## src/rtl/sram_1r1w_client_ctrl.sv

```systemverilog
// Client controller for a 1R1W masked SRAM macro: zero-fills the array after reset,
// then serves in-order read/write requests and returns read data through a 2-entry response FIFO.
module sram_1r1w_client_ctrl #(
    parameter int unsigned          ADDR_W   = 9,
    parameter int unsigned          DATA_W   = 12,
    parameter logic [DATA_W-1:0]    INIT_VAL = '0
) (
    input  logic              clock,
    input  logic              reset_n,
    input  logic              req_valid,
    output logic              req_ready,
    input  logic              req_write,
    input  logic [ADDR_W-1:0] req_addr,
    input  logic [DATA_W-1:0] req_wdata,
    input  logic              req_wmask,
    output logic              resp_valid,
    input  logic              resp_ready,
    output logic [DATA_W-1:0] resp_data,
    output logic              init_done,
    output logic              sram_r_en,
    output logic [ADDR_W-1:0] sram_r_addr,
    input  logic [DATA_W-1:0] sram_r_data,
    output logic              sram_w_en,
    output logic [ADDR_W-1:0] sram_w_addr,
    output logic [DATA_W-1:0] sram_w_data,
    output logic              sram_w_mask
);

    typedef enum logic {ST_INIT, ST_RUN} state_t;

    state_t            state;
    state_t            state_nxt;
    logic [ADDR_W-1:0] fill_ptr;
    logic              inflight;
    logic [DATA_W-1:0] fifo_mem [2];
    logic              rd_ptr;
    logic              wr_ptr;
    logic [1:0]        count;
    logic              filling;
    logic              rd_acc;
    logic              wr_acc;
    logic              push;
    logic              pop;
    logic              read_ok;
    logic [2:0]        occupancy;

    // Handshake: a request transfers in a cycle where req_valid & req_ready; a response
    // transfers where resp_valid & resp_ready. Neither side may retract valid before transfer.
    always_comb begin
        state_nxt   = state;
        filling     = 1'b0;
        req_ready   = 1'b0;
        rd_acc      = 1'b0;
        wr_acc      = 1'b0;
        sram_r_en   = 1'b0;
        sram_r_addr = '0;
        sram_w_en   = 1'b0;
        sram_w_addr = '0;
        sram_w_data = '0;
        sram_w_mask = 1'b0;

        resp_valid = (count != 2'd0);
        pop        = resp_valid & resp_ready;
        push       = inflight;
        // Slots already promised: queued entries plus the read in flight, minus the one leaving now.
        occupancy  = {1'b0, count} + {2'b00, inflight} - {2'b00, pop};
        read_ok    = (occupancy < 3'd2);

        case (state)
            ST_INIT: begin
                // Held-reset cycles drive nothing so the macro sees a quiet interface.
                filling = reset_n;
                if (fill_ptr == {ADDR_W{1'b1}}) state_nxt = ST_RUN;
            end
            ST_RUN: begin
                req_ready = req_write | read_ok;
                wr_acc    = req_valid & req_ready & req_write;
                rd_acc    = req_valid & req_ready & ~req_write;
            end
            default: state_nxt = ST_INIT;
        endcase

        if (filling) begin
            sram_w_en   = 1'b1;
            sram_w_addr = fill_ptr;
            sram_w_data = INIT_VAL;
            sram_w_mask = 1'b1;
        end else if (wr_acc) begin
            sram_w_en   = 1'b1;
            sram_w_addr = req_addr;
            sram_w_data = req_wdata;
            sram_w_mask = req_wmask;
        end

        if (rd_acc) begin
            sram_r_en   = 1'b1;
            sram_r_addr = req_addr;
        end
    end

    assign init_done = (state == ST_RUN);
    assign resp_data = resp_valid ? fifo_mem[rd_ptr] : '0;

    always_ff @(posedge clock) begin
        if (!reset_n) begin
            state    <= ST_INIT;
            fill_ptr <= '0;
            inflight <= 1'b0;
            rd_ptr   <= 1'b0;
            wr_ptr   <= 1'b0;
            count    <= 2'd0;
        end else begin
            state    <= state_nxt;
            inflight <= rd_acc;
            if (filling) fill_ptr <= fill_ptr + ADDR_W'(1);
            if (push) wr_ptr <= ~wr_ptr;
            if (pop) rd_ptr <= ~rd_ptr;
            case ({push, pop})
                2'b10:   count <= count + 2'd1;
                2'b01:   count <= count - 2'd1;
                default: count <= count;
            endcase
        end
    end

    // Storage needs no reset: count gates every read of it.
    always_ff @(posedge clock) begin
        if (reset_n && push) fifo_mem[wr_ptr] <= sram_r_data;
    end

    no_overflow: assert property (@(posedge clock) disable iff (!reset_n)
        !(push && (count == 2'd2) && !pop));

endmodule

```

## config.mk

```make
export PLATFORM = sky130hd
export DESIGN_NAME = sram_1r1w_client_ctrl
export DESIGN_NICKNAME = d
export VERILOG_FILES = /design/src/rtl/sram_1r1w_client_ctrl.sv
export SDC_FILE = /design/constraint.sdc
export NUM_CORES = 1
export LEC_CHECK = 0
export BUFFER_PORTS_ARGS = -buffer_cell sky130_fd_sc_hd__buf_2
export CORE_ASPECT_RATIO = 0.5
export CORE_UTILIZATION = 45
export DETAILED_ROUTE_END_ITERATION = 8
export PLACE_DENSITY = 0.78
export SYNTH_ARGS = -nofsm -noshare
export SYNTH_HDL_FRONTEND = slang
export SYNTH_SLANG_ARGS = --single-unit
```

## constraint.sdc

```tcl
create_clock -name clock -period 3.2 [get_ports clock]
set_input_delay 0.64 -clock clock [delete_from_list [all_inputs] [get_ports clock]]
set_output_delay 0.64 -clock clock [all_outputs]
set_load 0.01 [all_outputs]
```

### Yosys cells after proc, flatten, opt, wreduce, memory -nomap -nowiden

Memory sizes are Yosys's and may differ from the RTL's. A register that Yosys moved wholly into a read port is not among the register bits.
Cells that the tools add are included.
W data, S select, Z words.

| word-level totals | value |
|---|---|
| register bits | 15 |
| output and inout port bits | 48 |
| memories kept | 1 |
| bits in writable memories | 24 |
| input bits | 39 |

| operators by class | value |
|---|---|
| add/sub/neg operators | 5 |
| reductions and logical operators | 3 |
| order comparisons | 1 |
| mux-type cells | 22 |
| bitwise logic cells | 8 |
| equal/unequal tests | 3 |

Memories:

| memory | words | bits a word | rd ports | clocked after Yosys merged registers in | write ports | RTL line | text |
|---|---|---|---|---|---|---|---|
| fifo_mem | 2 | 12 | 1 | 1 | 1 | 35 | `logic [DATA_W-1:0] fifo_mem [2];` |

Operators by type and width:

| kind | number |
|---|---|
| $mux W12 | 3 |
| $mux W9 | 3 |
| $mux W1 | 15 |
| $add A9 B1 Y9 const B | 1 |
| $eq A9 B9 Y1 const B | 1 |
| $and A1 B1 Y1 | 4 |
| $pmux W2 S2 | 1 |
| $reduce_bool A2 Y1 | 2 |
| $add A2 B1 Y3 | 1 |
| $lt A3 B2 Y1 const B | 1 |
| $not A1 Y1 | 3 |
| $sub A3 B1 Y3 | 1 |
| $add A2 B1 Y2 const B | 1 |
| $eq A2 B1 Y1 const B | 1 |
| $eq A2 B2 Y1 const B | 1 |
| $sub A2 B1 Y2 const B | 1 |
| $logic_and A1 B1 Y1 | 1 |
| $or A1 B1 Y1 | 1 |

### Depth between registers and ports, before layout

| depth | value |
|---|---|
| depth after elaboration | 10 |
| gate-level depth with buffers | 9 |

### Worst setup path after synthesis

OpenSTA, ideal clock, no wires.

| timing path | value |
|---|---|
| kind | in2out |
| start | input port resp_ready |
| end | output port sram_r_addr[0] |
| data arrival time | 2,411 ps |
| buffers on the path | 1 |
| slack | 149 ps |
| data required time | 2,560 ps |
| stages | 9 |
| path through | o21ai_0 inv_1 ha_1 nand2b_1 fa_1 inv_1 nor4_2 buf_2 and2_1 |

| on the way | value |
|---|---|
| cells in the longest elaborated chain, start to end | 8 |

Ends and longest elaborated chain:

| element | RTL line | text |
|---|---|---|
| from (decl) | 17 | `input logic resp_ready,` |
| $and A1 B1 Y1 | 63 | `pop = resp_valid & resp_ready;` |
| net pop | 43 | `logic pop;` |
| $sub A3 B1 Y3 | 66 | `occupancy = {1'b0, count} + {2'b00, inflight} - {2'b00, pop};` |
| $lt A3 B2 Y1 | 67 | `read_ok = (occupancy < 3'd2);` |
| $or A1 B1 Y1 | 76 | `req_ready = req_write \| read_ok;` |
| $and A1 B1 Y1 (2 in a row) | 78 | `rd_acc = req_valid & req_ready & ~req_write;` |
| $mux W1 | 69 | `case (state)` |
| $mux W9 | 95 | `if (rd_acc) begin` |
| to (decl) | 21 | `output logic [ADDR_W-1:0] sram_r_addr,` |

The timed path passes the listed nets, and every way through them passes these cells.

### Worst setup path in the final report

| timing path | value |
|---|---|
| start | input port resp_ready |
| end | output port sram_r_addr[4] |

Same word-level chain as after synthesis.

==> run_results.csv <==
group,metric,value,unit
critical_path,rr_worst_depth,9,
timing,rsz0062_at_grt,"true",
detailed_routing,drc,0,
logic_synthesis,synth-seq-area-share,53.1,%
min_path,hp-class,"flip-flop to flip-flop",
floorplanning,rows,16,
clock_network,cts_tree,"done",
floorplanning,pin_count,87,
timing,finalCriticalPeriod,3.26,ns
power,p_seq_share,54.2,%
timing,min_period_over_period,102,%
timing,fmax,0.307,GHz
clock_network,postCtsHoldBufs,0,
critical_path,start_kind,"input pin",
run_status,status,"finished with violations",
detailed_routing,firstDrtPassIters,4,
logic_synthesis,syn_inst,172,
power,p_sw,211,uW
job,max_cap_violations,0,
floorplanning,dieArea,0.00464,mm2
clock_network,cts_buffers,5,
final_layout,fin_area,0.00272,mm2
timing,slew_headroom,40.0,%
timing,setup_ws,-0.0561,ns
final_layout,layout-drive-gt1-share,45.3,%
power,clkPwrFrac,40.8,%
power,power_density,374,mW/mm2
global_routing,grt_util_met1,21.8,%
global_routing,grt.total_usage,19.7,%
final_layout,areaGrowthSynthToFinish,38.8,%
final_layout,nets,308,
global_routing,met2_usage,36.1,%
global_routing,grt_max_degree,24,
floorplanning,die_y,48.7,um
global_routing,grt_most_used_layer,"met2",
detailed_routing,wirelength,4.33,mm
global_routing,grt_pass1_vias,1569,
global_routing,grtUsageMet3,5.35,%
clock_network,cts_max_level,2,
power,p_leak,0.00124,uW
final_layout,finalCoreUtilization,67.3,%
global_routing,antenna_found_initial,0,
critical_path,end_kind,"output port",
placed_design,place_area,0.00244,mm2
global_routing,overflow,0,
logic_synthesis,yosysTopAreaCellShare,36.7,%
clock_network,cts_buffer_depth,2,
logic_synthesis,syn_avg_cell_area,11.4,um2
placed_design,port_buffers,86,
power,swShare,20.7,%
logic_synthesis,synth_area_leader_cell,"edfxtp_1",
logic_synthesis,yosysWarnings,0,
power,ir_drop,178,uV
logic_synthesis,synth_edf_count,24,
power,p_comb_share,5.0,%
floorplanning,start_util,48.5,%
floorplanning,fp.coreArea,0.00404,mm2
logic_synthesis,synth_async_sr_flop_share,0,%
detailed_routing,drtIter0Drc,40,
timing,maxSlewViolCount,0,
detailed_routing,vias,1555,
detailed_routing,wl_per_cell,13.6,um
timing,tightest_slew,0.897,ns
detailed_routing,vias_per_cell,4.87,
logic_synthesis,synth_area_leaders,"edfxtp_1 (37%), dfxtp_1 (16%), and2_1 (9.2%), mux2i_1 (7.1%), a22o_1 (4.0%)",
logic_synthesis,yosysMostFrequentCell,"and2_1",
critical_path,arrival,2.62,ns
logic_synthesis,syn_area,0.00196,mm2
logic_synthesis,synth-main-ff-cell,"edfxtp_1",
timing,finalHoldViolCount,0,
clock_network,cts-root-buf,"clkbuf_8",
logic_synthesis,ys_ff_latch,40,
global_routing,grt_first_pass_wirelength,7.03,mm
critical_path,path_max_fanout,6,
logic_synthesis,ys_types,32,
min_path,holdPathStages,2,
power,intPower,809,uW
critical_path,critPathKind,"input pin to output port",
logic_synthesis,synth_common_cells,"and2_1 (29), edfxtp_1 (24), dfxtp_1 (16), nor2_1 (16), mux2i_1 (14)",
clock_network,cts.sinks,40,
detailed_routing,ant_nets,0,
placed_design,post-dp-hpwl,2.99,mm
clock_network,path_clk_slew,0.08,ns
critical_path,crit_required,2.56,ns
logic_synthesis,syn_nets,216,
floorplanning,die_w,95.4,um
timing,skew,0.00408,ns
timing,setup_viol,9,
clock_network,clk_latency,0.28,ns
run_status,violations,"negative setup slack",
placed_design,gp_congestion,0.814,
final_layout,diodes,0,
layout by cell type (no fill, tap or decap), types with 2 or more instances in the layout:
cell	Yosys	routed
clkinv_4	0	2
xor2_1	2	2
xnor2_1	6	6
edfxtp_1	24	24
and3_1	2	2
and2_1	29	21
o21ai_0	5	4
and2_4	0	8
nand2_1	3	3
nand2b_1	3	2
mux2i_1	14	14
nor2b_1	3	3
or3_1	4	4
ha_1	4	3
nor2_1	16	16
nand3_1	2	2
buf_2	4	77
a22o_1	9	9
a21boi_0	3	3
o21a_1	2	2
inv_1	6	4
clkbuf_8	0	5
buf_4	0	7
dfxtp_1	16	15
inv_2	0	2
buf_6	1	9
cell families after synthesis:
logic type               after synthesis  synth area share, %
AND/OR/NAND/NOR                       67                 20.3
flip-flops                            40                 53.1
AO/OA/AOI/OAI                         23                 8.86
buffers and inverters                 15                 3.51
multiplexers                          14                 7.14
XOR/XNOR                               8                 3.57
adder cells (fa/ha/maj)                5                 3.57
metrics by stage:
stage                     hold WS [ns]  worst slack (ns)  total power [uW]  TNS (ns)  instances
after floorplan                  0.482             0.149               583         0        172
after global placement           0.509            0.0237               613         0        307
after detailed placement         0.521           -0.0351               615    -0.151        307
after CTS                        0.531          -0.00250              1030  -0.00377        317
after global routing             0.526            -0.169              1060     -1.35        319
final                            0.530           -0.0561              1020    -0.402        319
routing by layer:
| metal | part of all wire [%] | vias to the layer above | wire, um |
|---|---|---|---|
| li1 | - | 781 | - |
| met1 | 41 | 723 | 1780 |
| met2 | 54 | 47 | 2330 |
| met3 | 4.3 | 4 | 186 |
| met4 | 0.74 | 0 | 32 |
| met5 | 0 | - | 0 |
timing repair:
| item | in CTS | in global routing |
|---|---|---|
| setup buffers | 1 | 2 |
| resized for setup | 9 | 20 |
| setup endpoints to repair | 9 | 10 |
| pin swaps | 1 | 12 |
| gates cloned | 1 | 0 |
state kept, by name, indices dropped and copies added (netlist names), named ones only:
name       cells
count          2
fifo_mem      24
fill_ptr       9
inflight       1
init_done      1
rd_ptr         1
wr_ptr         1
power by group through the flow:
stage / Clock, uW / Combinational (uW) / Sequential, uW
2_1_floorplan: 0 / 18.7 / 564
3_3_place_gp: 0 / 47.6 / 565
3_5_place_dp: 0 / 49.4 / 566
4_1_cts: 422 / 49.9 / 554
5_1_grt: 449 / 56.1 / 553
6_report: 416 / 50.8 / 553
worst paths after layout:
path,from,endpoint,slack (ns)
setup reg to reg,count[0]$_SDFFE_PN0P_,inflight$_SDFF_PN0_,0.96
hold / removal,fill_ptr[5]$_SDFFE_PN0P_,fill_ptr[5]$_SDFFE_PN0P_,0.53
hold reg to reg,fill_ptr[5]$_SDFFE_PN0P_,fill_ptr[5]$_SDFFE_PN0P_,0.53
setup / recovery,resp_ready,sram_r_addr[4],-0.06
critical path: stages:
cell      delay [ns]
buf_2           0.12
o21ai_4         0.06
inv_2           0.07
ha_4            0.20
nand2b_4        0.13
fa_1            0.57
inv_2           0.06
nor4_4          0.31
buf_4           0.20
and2_4          0.15
buf_6           0.09
final cells by class:
type / count / area (um2)
Clock buffer: 5 / 68.8
Clock inverter: 3 / 47.5
Fill cell: 319 / 1320
Inverter: 6 / 22.5
Multi-Input combinational cell: 117 / 912
Sequential cell: 40 / 1040
Tap cell: 54 / 67.6
Timing Repair Buffer: 94 / 559
No activity file was read; power rests on OpenSTA's default activity.
